File: src/rtl/can_rx_destuff_crc.sv
// can_rx_destuff_crc: receive-side CAN bit destuffer and CRC-15 checker.
// Takes one sampled bus bit per sample strobe and drops stuff bits.
// Runs CRC-15 over every destuffed bit.
// Reports a pass/fail verdict when the framer asks for it.
// Optional build macro: CAN_RX_STUFF_CHECK_EN. When it is defined, stuff
// violations are detected and the ERR state is built.
module can_rx_destuff_crc #(
  parameter int unsigned      CRC_W     = 15,
  parameter logic [CRC_W-1:0] CRC_POLY  = 15'h4599,
  parameter int unsigned      STUFF_LEN = 5
) (
  input  logic             clk,
  input  logic             rst,
  input  logic             sample_en,
  input  logic             rx_bit,
  input  logic             rx_start,
  input  logic             crc_chk,
  output logic             bit_out,
  output logic             bit_valid,
  output logic             stuff_err,
  output logic             crc_ok,
  output logic             crc_err,
  output logic [CRC_W-1:0] crc_val
);

  localparam int unsigned     CNT_W   = $clog2(STUFF_LEN + 1);
  localparam logic [CNT_W-1:0] RUN_MAX = CNT_W'(STUFF_LEN);

`ifdef CAN_RX_STUFF_CHECK_EN
  typedef enum logic [1:0] {IDLE, RUN, HOLD, ERR} state_t;
`else
  typedef enum logic [1:0] {IDLE, RUN, HOLD} state_t;
`endif

  state_t           state, state_n;
  logic             start_d;
  logic [CNT_W-1:0] cnt, cnt_n;
  logic             last_bit, last_bit_n;
  logic             take, pending, stuff_bad, accept, chk, start_edge;
  logic [CRC_W-1:0] crc_upd, crc_eff, crc_n;
  logic             bit_out_n, bit_valid_n, stuff_err_n, crc_ok_n, crc_err_n;

  // Decode the current strobe: stuff bit, violation, data bit, or verdict request.
  always_comb begin
    // start_d resets high, so rx_start held through reset is not a start edge.
    start_edge = rx_start & ~start_d;
    pending    = (cnt == RUN_MAX);
    take       = (state == RUN) && rx_start && sample_en;
    accept     = take && !pending;
`ifdef CAN_RX_STUFF_CHECK_EN
    stuff_bad  = take && pending && (rx_bit == last_bit);
`else
    stuff_bad  = 1'b0;
`endif
    crc_upd    = {crc_val[CRC_W-2:0], 1'b0} ^
                 ((rx_bit ^ crc_val[CRC_W-1]) ? CRC_POLY : '0);
    // A verdict requested together with a data bit uses the updated CRC.
    crc_eff    = accept ? crc_upd : crc_val;
    chk        = (state == RUN) && rx_start && crc_chk && !stuff_bad;
  end

  // State register.
  always_ff @(posedge clk) begin
    if (!rst) state <= IDLE;
    else      state <= state_n;
  end

  // Next-state logic; dropping rx_start returns to IDLE from any state.
  always_comb begin
    state_n = state;
    if (!rx_start) begin
      state_n = IDLE;
    end else begin
      unique case (state)
        IDLE: if (start_edge) state_n = RUN;
        RUN: begin
          if (chk) state_n = HOLD;
`ifdef CAN_RX_STUFF_CHECK_EN
          if (stuff_bad) state_n = ERR;
`endif
        end
        default: state_n = state;
      endcase
    end
  end

  // Output and datapath next values: pulses, run count, last bit, and CRC.
  always_comb begin
    bit_out_n   = accept ? rx_bit : bit_out;
    bit_valid_n = accept;
    stuff_err_n = stuff_bad;
    crc_ok_n    = chk && (crc_eff == '0);
    crc_err_n   = chk && (crc_eff != '0);
    last_bit_n  = take ? rx_bit : last_bit;
    cnt_n       = cnt;
    crc_n       = crc_val;
    if (state_n == IDLE) begin
      cnt_n = '0;
      crc_n = '0;
    end else if (take && pending) begin
      cnt_n = CNT_W'(1);
    end else if (accept) begin
      crc_n = crc_upd;
      if (cnt != '0 && rx_bit == last_bit) cnt_n = cnt + CNT_W'(1);
      else                                 cnt_n = CNT_W'(1);
    end
  end

  // Registered outputs and datapath state.
  always_ff @(posedge clk) begin
    if (!rst) begin
      start_d   <= 1'b1;
      cnt       <= '0;
      last_bit  <= 1'b0;
      bit_out   <= 1'b0;
      bit_valid <= 1'b0;
      stuff_err <= 1'b0;
      crc_ok    <= 1'b0;
      crc_err   <= 1'b0;
      crc_val   <= '0;
    end else begin
      start_d   <= rx_start;
      cnt       <= cnt_n;
      last_bit  <= last_bit_n;
      bit_out   <= bit_out_n;
      bit_valid <= bit_valid_n;
      stuff_err <= stuff_err_n;
      crc_ok    <= crc_ok_n;
      crc_err   <= crc_err_n;
      crc_val   <= crc_n;
    end
  end

endmodule

File: config.mk
export PLATFORM = sky130hd
export DESIGN_NAME = can_rx_destuff_crc
export DESIGN_NICKNAME = d
export VERILOG_FILES = /design/src/rtl/can_rx_destuff_crc.sv
export SDC_FILE = /design/constraint.sdc
export NUM_CORES = 1
export LEC_CHECK = 0
export CORE_ASPECT_RATIO = 2
export CORE_UTILIZATION = 30
export CTS_BUF_LIST = sky130_fd_sc_hd__clkbuf_2
export CTS_CLUSTER_DIAMETER = 30
export DETAILED_ROUTE_END_ITERATION = 10
export PLACE_DENSITY_LB_ADDON = 0.2
export SYNTH_ARGS = -nofsm -noshare
export SYNTH_HDL_FRONTEND = slang
export SYNTH_SLANG_ARGS = --single-unit
File: constraint.sdc
create_clock -name clk -period 2.3 [get_ports clk]
set_clock_uncertainty 0.05 [all_clocks]
set_input_delay 0.575 -clock clk [delete_from_list [all_inputs] [get_ports clk]]
set_output_delay 0.575 -clock clk [all_outputs]
set_load 0.02 [all_outputs]
After elaboration in Yosys (flattened, before gate mapping)
Index checks and enable logic that the tools add are counted.
- word-level logic and storage cells: 45
- input port bits: 6
- register bits: 26
- bitwise gates (word level): 5
- reductions and logical operators: 17
- $add $sub $neg: 1
- muxes and demuxes: 9
- eq/ne operators: 3
- operators with widths (kind ; count):
    $mux 15 ; 2
    $logic_not 15->1 ; 1
    $reduce_bool 15->1 ; 1
    $xor 15x15->15 ; 1
    $logic_and 1x1->1 ; 8
    $mux 2 ; 3
    $logic_not 2->1 ; 2
    $pmux 2 s2 ; 1
    $add 3x1->3 const B ; 1
    $eq 3x3->1 const B ; 1
    $mux 3 ; 1
    $reduce_bool 3->1 ; 1
    $reduce_or 3->1 ; 1
    $eq 2x1->1 const B ; 1
    $mux 1 ; 2
    $not 1->1 ; 2
    $reduce_bool 2->1 ; 1
    $reduce_or 2->1 ; 1
    $and 1x1->1 ; 1
    $eq 1x1->1 ; 1
    $logic_not 1->1 ; 1
    $xor 1x1->1 ; 1

Longest topological paths before layout
- depth after elaboration: 8
- mapped depth: 7
- gate-level depth less buffers: 6

Worst setup path after synthesis
No wires, ideal clock.
- kind: input -> register
- start point: in rx_bit
- end point: reg crc_err
- cell stages on the path: 5
- path slack: 0.406 ns
- setup time: 0.120 ns
- data arrival time: 1.724 ns
- path through: buf_6 xnor2_4 nand4_1 a211o_1 o31a_1
- longest elaborated chain between the ends: 6
- ends and longest elaborated chain (what ; line ; source):
    from (decl) ; 15 ; input logic rx_bit,
    $xor 1x1->1 ; 56 ; ((rx_bit ^ crc_val[CRC_W-1]) ? CRC_POLY : '0);
    $mux 15 ; 56 ;
    $xor 15x15->15 ; 55 ; crc_upd = {crc_val[CRC_W-2:0], 1'b0} ^
    $mux 15 ; -- ;
    $reduce_bool 15->1 ; 93 ; crc_err_n = chk && (crc_eff != '0);
    $logic_and 1x1->1 ; 93 ;
    to (signal assigned) ; 129 ; crc_err <= crc_err_n;
    to (decl) ; 22 ; output logic crc_err,
Every way passes these cells.
A chain may end at the register's enable or synchronous reset.

Worst setup path in the final report
- start point: reg crc_val[14]
- end point: out crc_val[14]
- RTL lines (what ; line ; source):
    from (decl) ; 23 ; output logic [CRC_W-1:0] crc_val
    from (signal assigned) ; 130 ; crc_val <= crc_n;
No word-level cell between the ends.

==> impl_metrics.ini <==
[run_status]
status = completed

[global_routing]
grt_pass1_vias = 1114
grt_overflow = 0
grt_util_all_layers_pct = 15.4
grt_pass1_wl_um = 5100
antenna_found_initial = 0
grt_max_degree = 19

[pwr]
switching_share_pct = 24.0
leakage_nw = 0.522
max-vdd-ir-drop_mv = 0.250
seqPwrFrac_pct = 67.2
p_per_area_nw_per_um2 = 427
total_power_uw = 679
internal-power_uw = 517
clkPwrFrac_pct = 25.5
power_frac_comb_pct = 7.3
power_switching_uw = 163

[final_layout]
drive_gt1_share_pct = 8.47
fill_cells = 425
final_common_cell = nand2_1
antenna_cells = 0
nets = 187
design_area_um2 = 1590
fin_util_pct = 40.6
final_cell_mix = nand2_1 (36), dfxtp_1 (26), clkdlybuf4s50_1 (24)
area_delta_synth_final_pct = 27.5

[routing]
highest_layer = met4
routedWlPerCell_um = 13.4
wl_met2_um = 1600
via_count = 1139
dr.pass1.iters = 4
routed_wl_um = 3050
routed_via_density = 5.00
dr.first_iter.drc_count = 32
ant_nets = 0
met1_length_um = 1320
drc = 0
wl_met3_um = 120

[worst_hold_path]
whs_endpoint = bit_out
hold_depth = 2
min_from = bit_out
min_path_type = reg -> reg

[timing]
whs_ns = 0.436
drv_slew = 0
tightest_slew_ns = 0.624
slew_headroom_pct = 58.4
fmax_ghz = 0.456
hold_viol = 0
rsz0062_at_grt = no
finalCritPeriodShare_pct = 95.5
layout_min_cycle_time_ns = 2.20
setup_violations = 0
fin_setup_tns_ns = 0

[cts]
clkTransAtPathRegs_ns = 0.23
post_cts_buffers = 0
clock_sinks = 26
h-tree-depth = 1
cts_buffers = 3
clock_latency_ns = 0.35
postCtsHoldBufs = 0
clock-root-buffer = clkbuf_2
clk_path_buf_depth = 2
post_cts_resized = 0
cts_tree = done

[setup_path]
arrival_ns = 1.57
startpoint_type = register
slowest_delay_ns = 0.67
r2r_end = crc_err
cp_top_family = buffers and inverters
crit_type = reg -> out
cp-end-kind = primary output
reg2reg_slack_ns = 0.56
path_max_fanout = 4
cp.buffers_inverters = 1
crit_chain = clkdlybuf4s50_1
critPathSlowestCell = clkdlybuf4s50_1
rr_worst_depth = 6
r2r_start = cnt[1]
critPathRequiredTime_ns = 1.67

[placement]
gp_congestion = 0.754
place_area_um2 = 1570
hpwlAfterDp_um = 2230
port_buffers = 24

[flow_run]
drv_cap = 0

[die]
core_area_um2 = 3920
start_util_pct = 31.8
die_w_um = 47.6
dieArea_um2 = 4440
io_pins = 26
die_y_um = 93.2
fp-row-count = 32

[yosys]
synth_compound_area_share_pct = 13.4
synth_enable_flop_cells = 0
yosys_warnings = 0
synthMuxAreaShare_pct = 0.802
synth_simple_gate_area_share_pct = 28.2
synth_nets = 158
seq_area_frac_synth_pct = 41.7
async_reset_ff_share_pct = 0
synth_cells = 149
synth_cell_types = 39
syn_area_per_cell_um2 = 8.38
synthAdderAreaFrac_pct = 3.01
syn_area_um2 = 1250
synth_top_family_by_area = simple AND/OR/NAND/NOR gates
synth_seq_cells = 26
synth_xor_area_share_pct = 7.82
synthFlopType = dfxtp_1
## Yosys cell counts, types with 2 or more instances
| library cell | instances | area share [%] |
|---|---|---|
| xnor2_1 | 7 | 4.9 |
| buf_2 | 3 | 1.2 |
| dfxtp_1 | 26 | 42 |
| a21oi_1 | 17 | 6.8 |
| and4_1 | 2 | 1.4 |
| o21ai_0 | 2 | 0.80 |
| nand4b_1 | 2 | 1.4 |
| a21boi_0 | 2 | 1.2 |
| nor2_1 | 6 | 1.8 |
| nor3_1 | 8 | 3.2 |
| a211oi_1 | 2 | 1.2 |
| nand2b_1 | 2 | 1.0 |
| nand2_1 | 36 | 11 |
| inv_1 | 2 | 0.60 |
| clkbuf_1 | 2 | 0.60 |
| nor4_1 | 3 | 1.5 |
| buf_6 | 2 | 1.8 |
| ha_1 | 3 | 3.0 |
| nand4_1 | 2 | 1.0 |
## stage by stage
stage,instances,setup WS (ns)
CTS,228,0.0805
floorplan,149,0.406
detailed placement,224,0.0382
finish,228,0.105
global placement,224,0.0778
global route,228,0.00789
## final cells by class
type                       instances  area (um^2)  share of cell area (%)
clock inverter                     1         3.75                   0.236
multi-input combinational        113          668                    42.0
tap                               51         63.8                    4.01
timing repair buffer              32          313                    19.7
clock buffer                       3         15.0                   0.943
inverter                           2         7.51                   0.472
sequential                        26          520                    32.7
## per-layer routing
| layer | GRT usage (%) | up-vias |
|---|---|---|
| li1 | - | 564 |
| met1 | 19.5 | 535 |
| met2 | 26.0 | 38 |
| met3 | 1.74 | 2 |
| met4 | 4.86 | 0 |
| met5 | 0 | - |
## power groups by stage
stage	clock network, mW	logic [mW]	registers [mW]
floorplan	0	0.0317	0.464
global placement	0	0.0488	0.465
detailed placement	0	0.0496	0.465
CTS	0.186	0.0498	0.457
global route	0.206	0.0546	0.458
finish	0.173	0.0499	0.456
## worst max-delay path by stage
stage	from	cells past startpoint	endpoint	slack, ns
5_1_grt	crc_val[14]	1	crc_val[14]	0.008
2_1_floorplan	rx_bit	5	crc_err	0.41
3_5_place_dp	rx_bit	6	crc_err	0.04
6_report	crc_val[14]	1	crc_val[14]	0.10
4_1_cts	crc_val[14]	1	crc_val[14]	0.08
3_3_place_gp	rx_start	6	crc_val[14]	0.08
## cell families after synthesis
family	after synthesis
buf+inv	10
compound gates	28
fa+ha+maj	3
simple gates	71
flops	26
mux	1
xor+xnor	9
other cells	1
## state kept, by name (all words and copies together) (netlist names)
name,flops
crc_val,15
last_bit,1
start_d,1
state,2
bit_out,1
bit_valid,1
crc_ok,1
cnt,3
crc_err,1
(Power assumes the default switching activity.)
